===== src/rtl/picorv32_pcpi_pkg.sv =====
// picorv32_pcpi_pkg: shared PCPI hub states, widths and MUL/DIV decode constants
package picorv32_pcpi_pkg;
    localparam int PCPI_W = 32;
    localparam logic [6:0] MULDIV_OPCODE = 7'b0110011;
    localparam logic [6:0] MULDIV_FUNCT7 = 7'b0000001;

    typedef enum logic [2:0] {IDLE, PEND, BUSY, DONE, TRAP} hub_state_t;

    function automatic logic is_muldiv(input logic [PCPI_W-1:0] insn);
        return insn[6:0] == MULDIV_OPCODE && insn[31:25] == MULDIV_FUNCT7;
    endfunction
endpackage


===== src/rtl/picorv32_pcpi_resp_sel.sv =====
// picorv32_pcpi_resp_sel: lowest-index ready slot wins the wr/rd mux; flags multi-hot ready
module picorv32_pcpi_resp_sel
    import picorv32_pcpi_pkg::*;
#(
    parameter int NUM_CP = 2
) (
    input  logic [NUM_CP-1:0]        cp_ready,
    input  logic [NUM_CP-1:0]        cp_wr,
    input  logic [PCPI_W*NUM_CP-1:0] cp_rd,
    output logic                     any,
    output logic                     multi,
    output logic                     wr,
    output logic [PCPI_W-1:0]        rd
);
    always_comb begin
        wr = 1'b0;
        rd = '0;
        for (int i = NUM_CP - 1; i >= 0; i--)
            if (cp_ready[i]) begin
                wr = cp_wr[i];
                rd = cp_rd[PCPI_W*i +: PCPI_W];
            end
    end

    assign any   = |cp_ready;
    assign multi = |(cp_ready & (cp_ready - NUM_CP'(1)));
endmodule


===== src/rtl/picorv32_pcpi_hub.sv =====
// picorv32_pcpi_hub: broadcasts PCPI requests to NUM_CP coprocessors and merges their responses
module picorv32_pcpi_hub
    import picorv32_pcpi_pkg::*;
#(
    parameter int NUM_CP  = 2,
    parameter int TIMEOUT = 16
) (
    input  logic                     clk,
    input  logic                     resetn,
    input  logic                     pcpi_valid,
    input  logic [PCPI_W-1:0]        pcpi_insn,
    input  logic [PCPI_W-1:0]        pcpi_rs1,
    input  logic [PCPI_W-1:0]        pcpi_rs2,
    output logic                     pcpi_wr,
    output logic [PCPI_W-1:0]        pcpi_rd,
    output logic                     pcpi_wait,
    output logic                     pcpi_ready,
    output logic                     pcpi_timeout,
    output logic                     pcpi_conflict,
    output logic                     cp_valid,
    output logic [PCPI_W-1:0]        cp_insn,
    output logic [PCPI_W-1:0]        cp_rs1,
    output logic [PCPI_W-1:0]        cp_rs2,
    input  logic [NUM_CP-1:0]        cp_wr,
    input  logic [NUM_CP-1:0]        cp_wait,
    input  logic [NUM_CP-1:0]        cp_ready,
    input  logic [PCPI_W*NUM_CP-1:0] cp_rd
);
    localparam logic [7:0] CNT_LAST = 8'(TIMEOUT - 1);

    hub_state_t        state;
    logic [7:0]        cnt;
    logic              sel_any, sel_multi, sel_wr;
    logic [PCPI_W-1:0] sel_rd;

    picorv32_pcpi_resp_sel #(.NUM_CP(NUM_CP)) u_sel (
        .cp_ready(cp_ready),
        .cp_wr   (cp_wr),
        .cp_rd   (cp_rd),
        .any     (sel_any),
        .multi   (sel_multi),
        .wr      (sel_wr),
        .rd      (sel_rd)
    );

    // Request is withheld in DONE/TRAP so the retiring instruction is not decoded again.
    assign cp_valid  = pcpi_valid && (state == IDLE || state == PEND || state == BUSY);
    assign cp_insn   = pcpi_insn;
    assign cp_rs1    = pcpi_rs1;
    assign cp_rs2    = pcpi_rs2;
    assign pcpi_wait = |cp_wait && (state == PEND || state == BUSY);

    always_ff @(posedge clk) begin
        if (!resetn) begin
            state         <= IDLE;
            cnt           <= '0;
            pcpi_wr       <= 1'b0;
            pcpi_rd       <= '0;
            pcpi_ready    <= 1'b0;
            pcpi_timeout  <= 1'b0;
            pcpi_conflict <= 1'b0;
        end else begin
            pcpi_ready   <= 1'b0;
            pcpi_timeout <= 1'b0;
            if (sel_multi) pcpi_conflict <= 1'b1;
            case (state)
                IDLE: if (pcpi_valid) begin
                    state <= PEND;
                    cnt   <= '0;
                end
                PEND, BUSY: begin
                    if (!pcpi_valid) state <= IDLE;
                    else if (sel_any) begin
                        state      <= DONE;
                        pcpi_ready <= 1'b1;
                        pcpi_wr    <= sel_wr;
                        pcpi_rd    <= sel_rd;
                    end else if (state == PEND) begin
                        if (|cp_wait) state <= BUSY;
                        else if (cnt == CNT_LAST) begin
                            state        <= TRAP;
                            pcpi_timeout <= 1'b1;
                            pcpi_wr      <= 1'b0;
                        end else cnt <= cnt + 8'd1;
                    end
                end
                DONE: begin
                    state   <= IDLE;
                    pcpi_wr <= 1'b0;
                end
                default: state <= IDLE;
            endcase
        end
    end
endmodule


===== config.mk =====
export PLATFORM = sky130hd
export DESIGN_NAME = picorv32_pcpi_hub
export DESIGN_NICKNAME = d
export VERILOG_FILES = /design/src/rtl/picorv32_pcpi_pkg.sv /design/src/rtl/picorv32_pcpi_resp_sel.sv /design/src/rtl/picorv32_pcpi_hub.sv
export SDC_FILE = /design/constraint.sdc
export NUM_CORES = 1
export LEC_CHECK = 0
export ABC_CLOCK_PERIOD_IN_PS = 2150
export CELL_PAD_IN_SITES_DETAIL_PLACEMENT = 0
export CELL_PAD_IN_SITES_GLOBAL_PLACEMENT = 1
export CORE_ASPECT_RATIO = 0.7
export CORE_MARGIN = 2
export CORE_UTILIZATION = 19
export DETAILED_ROUTE_END_ITERATION = 10
export PLACE_DENSITY = 0.8
export SLEW_MARGIN = 5
export SYNTH_ARGS = -nofsm -noshare
export SYNTH_HDL_FRONTEND = slang
export SYNTH_SLANG_ARGS = --single-unit

===== constraint.sdc =====
create_clock -name clk -period 2.15 [get_ports clk]
set_input_delay 0.43 -clock clk [delete_from_list [all_inputs] [get_ports clk]]
set_output_delay 0.43 -clock clk [all_outputs]
set_load 0.03 [all_outputs]

==> results.yml <==
critical_path:
  critPathCaptureType: "register"
  cp-start-kind: "primary input"
  critical_path.max_fanout: 6
  path_cells: "clkdlybuf4s50_1 -> or4_1 -> or3b_4 -> o31ai_2 -> a21o_1"
  cp.arrival_ps: 2300
  required_ps: 2400
  cp_slowest_cell: "or4_1"
  crit_type: "in2reg"
  cp_slowest_stage_delay_ps: 610
  rrSetupSlack_ps: 300
logic_synthesis:
  yosysMostFrequentCell: "buf_4"
  synth_area_leaders: "dfxtp_1 (32%), buf_4 (25%), o211a_1 (11%)"
  synth_area_um2: 2940
  synthesis.instances: 338
  synth_common_cells: "buf_4 (96), dfxtp_1 (47), nand2_1 (40)"
  yosysWarnings: 0
  yosysTopAreaCellShare: 0.320
  synthesis.nets: 508
  ys.flop_type: "dfxtp_1"
  syn_avg_cell_area_um2: 8.70
  synth_edf_count: 0
  async_flop_share: 0
  synth_seq_cells: 47
  yosysTopAreaCell: "dfxtp_1"
  ys_seq_area_frac: 0.320
  synth_cell_types: 43
final_layout:
  fin_area_um2: 3780
  n_antenna_cell: 0
  drive_above_1_share: 0.103
  final_nets: 519
  area_delta_synth_final_pct: 28.6
  nFillCells: 1628
detailed_routing:
  wl_per_cell_um: 14.7
  drtIter0Drc: 144
  vias: 2384
  routed_wl_um: 8080
  drc_errors: 0
  dr.pass1.iters: 4
  ant_nets: 0
  vias_per_cell: 4.33
sta:
  drv_slew: 0
  finalWorstSetupSlack_ps: 95.9
  fin_crit_ps: 2050
  hold_violations: 0
  timing.fmax_ghz: 0.487
  max_slew_margin: 0.632
  worst_slew_pin_slew_ps: 546
  setup_violations: 0
  fin_crit_sh: 0.955
  skew_ps: 7.77
place:
  place.port_buffers: 110
  globalplace.congestion: 0.774
  post_dp_cell_area_um2: 3610
  dp.final_hpwl_um: 6080
  dp_slack_ps: -302
floorplanning:
  num_io_pins: 303
  die_h_um: 108
  rows: 38
  initial_utilization: 0.192
  die_area_um2: 16500
  dieWidth_um: 153
  core_um2: 15300
clocking:
  clkTransAtPathRegs_ps: 80
  cts_buffers: 5
  clock_tree.root_cell: "clkbuf_16"
  clock_tree.buffer_depth: 2
  cts.sink_count: 47
  htree_levels: 2
  ctsHoldBuffers: 0
  cts_tree: "yes"
  insertion_delay_ps: 290
worst_hold_path:
  holdCritPathClass: "reg2reg"
grt:
  grt_max_degree: 61
  grt_pass1_vias: 2348
  grt_pass1_wl_um: 12500
  antenna_found_initial: 0
  grtUsageTotal: 0.0948
  grt_overflow: 0
status:
  status: "complete, no violations"
pwr:
  power.density_nw_per_um2: 600
  peakVddDrop_mv: 0.247
  p_leak_nw: 1.70
run:
  maxCapViolations: 0
layout by cell type (no fill, tap or decap), types with 2 or more instances in the layout:
master	n
a211oi_1	3
a21o_1	3
a21oi_1	2
a22o_1	4
a22oi_1	31
and2_1	2
and3_1	2
buf_12	4
buf_2	2
buf_4	12
clkbuf_16	5
clkdlybuf4s50_1	106
dfxtp_1	47
inv_1	2
inv_6	2
nand2_1	40
nand3_1	5
nor2_1	5
nor3_1	5
nor3b_2	2
nor4_1	3
o211a_1	33
o211ai_1	2
o21a_1	2
o21ai_0	3
o31ai_1	2
logic make-up (layout without fill, tap and decap cells):
logic type	count (synthesis)	in the layout	share of synthesized area
fa+ha+maj	1	1	0.00425
compound gates	92	92	0.265
xor+xnor	2	2	0.00596
buf+inv	122	134	0.284
mux	1	1	0.00340
simple gates	73	73	0.117
flops	47	47	0.320
layout make-up:
type,instances,area (um^2),share of cell area
Timing Repair Buffer,124,1240,0.328
Multi-Input combinational cell,169,1190,0.314
Sequential cell,47,941,0.249
Tap cell,200,250,0.0661
Clock buffer,5,125,0.0331
Clock inverter,3,28.8,0.00761
Inverter,2,7.51,0.00198
layer usage:
metal	global-route usage	part of all wire	vias to the layer above
met3	0.0429	0.093	24
met2	0.145	0.45	109
met5	0	0	-
li1	-	-	1128
met1	0.116	0.43	1123
met4	0.0417	0.024	0
power breakdown:
part | switching (W) | internal (W) | total, W
clock network | 0.000389 | 0.000449 | 0.000838
registers | 0.0000250 | 0.000911 | 0.000936
logic | 0.000229 | 0.000269 | 0.000498
through the flow:
| step | instances | total power [W] | setup TNS (ps) | util | hold WS [ps] |
|---|---|---|---|---|---|
| global route | 550 | 0.00239 | -4.22 | 0.247 | 520 |
| CTS | 550 | 0.00233 | 0 | 0.246 | 484 |
| finish | 550 | 0.00227 | 0 | 0.247 | 478 |
| floorplan | 338 | 0.00151 | 0 | - | 478 |
| detailed placement | 542 | 0.00146 | -3890 | 0.236 | 468 |
| global placement | 542 | 0.00145 | -1830 | 0.236 | 455 |
final timing paths:
check / endpoint / from / cells past startpoint
max: cnt[3] / cp_ready[1] / 5
min: pcpi_wr / pcpi_wr / 2
max reg2reg: pcpi_wr / cnt[4] / 4
min reg2reg: pcpi_wr / pcpi_wr / 2
registers in the layout (all words and copies together) (netlist names):
name / cells
cnt: 8
pcpi_conflict: 1
pcpi_rd: 32
pcpi_ready: 1
pcpi_timeout: 1
pcpi_wr: 1
state: 3
what timing repair did:
item / CTS / global route
resized for setup: 0 / 4
buffers inserted: 0 / 0
setup endpoints to repair: 0 / 7
critical path, delay by kind of cell:
kind,cells,cell delay (ps)
AND/OR/NAND/NOR,2,1070
buffers and inverters,1,460
AO/OA/AOI/OAI,2,340
(Power assumes the default switching activity.)
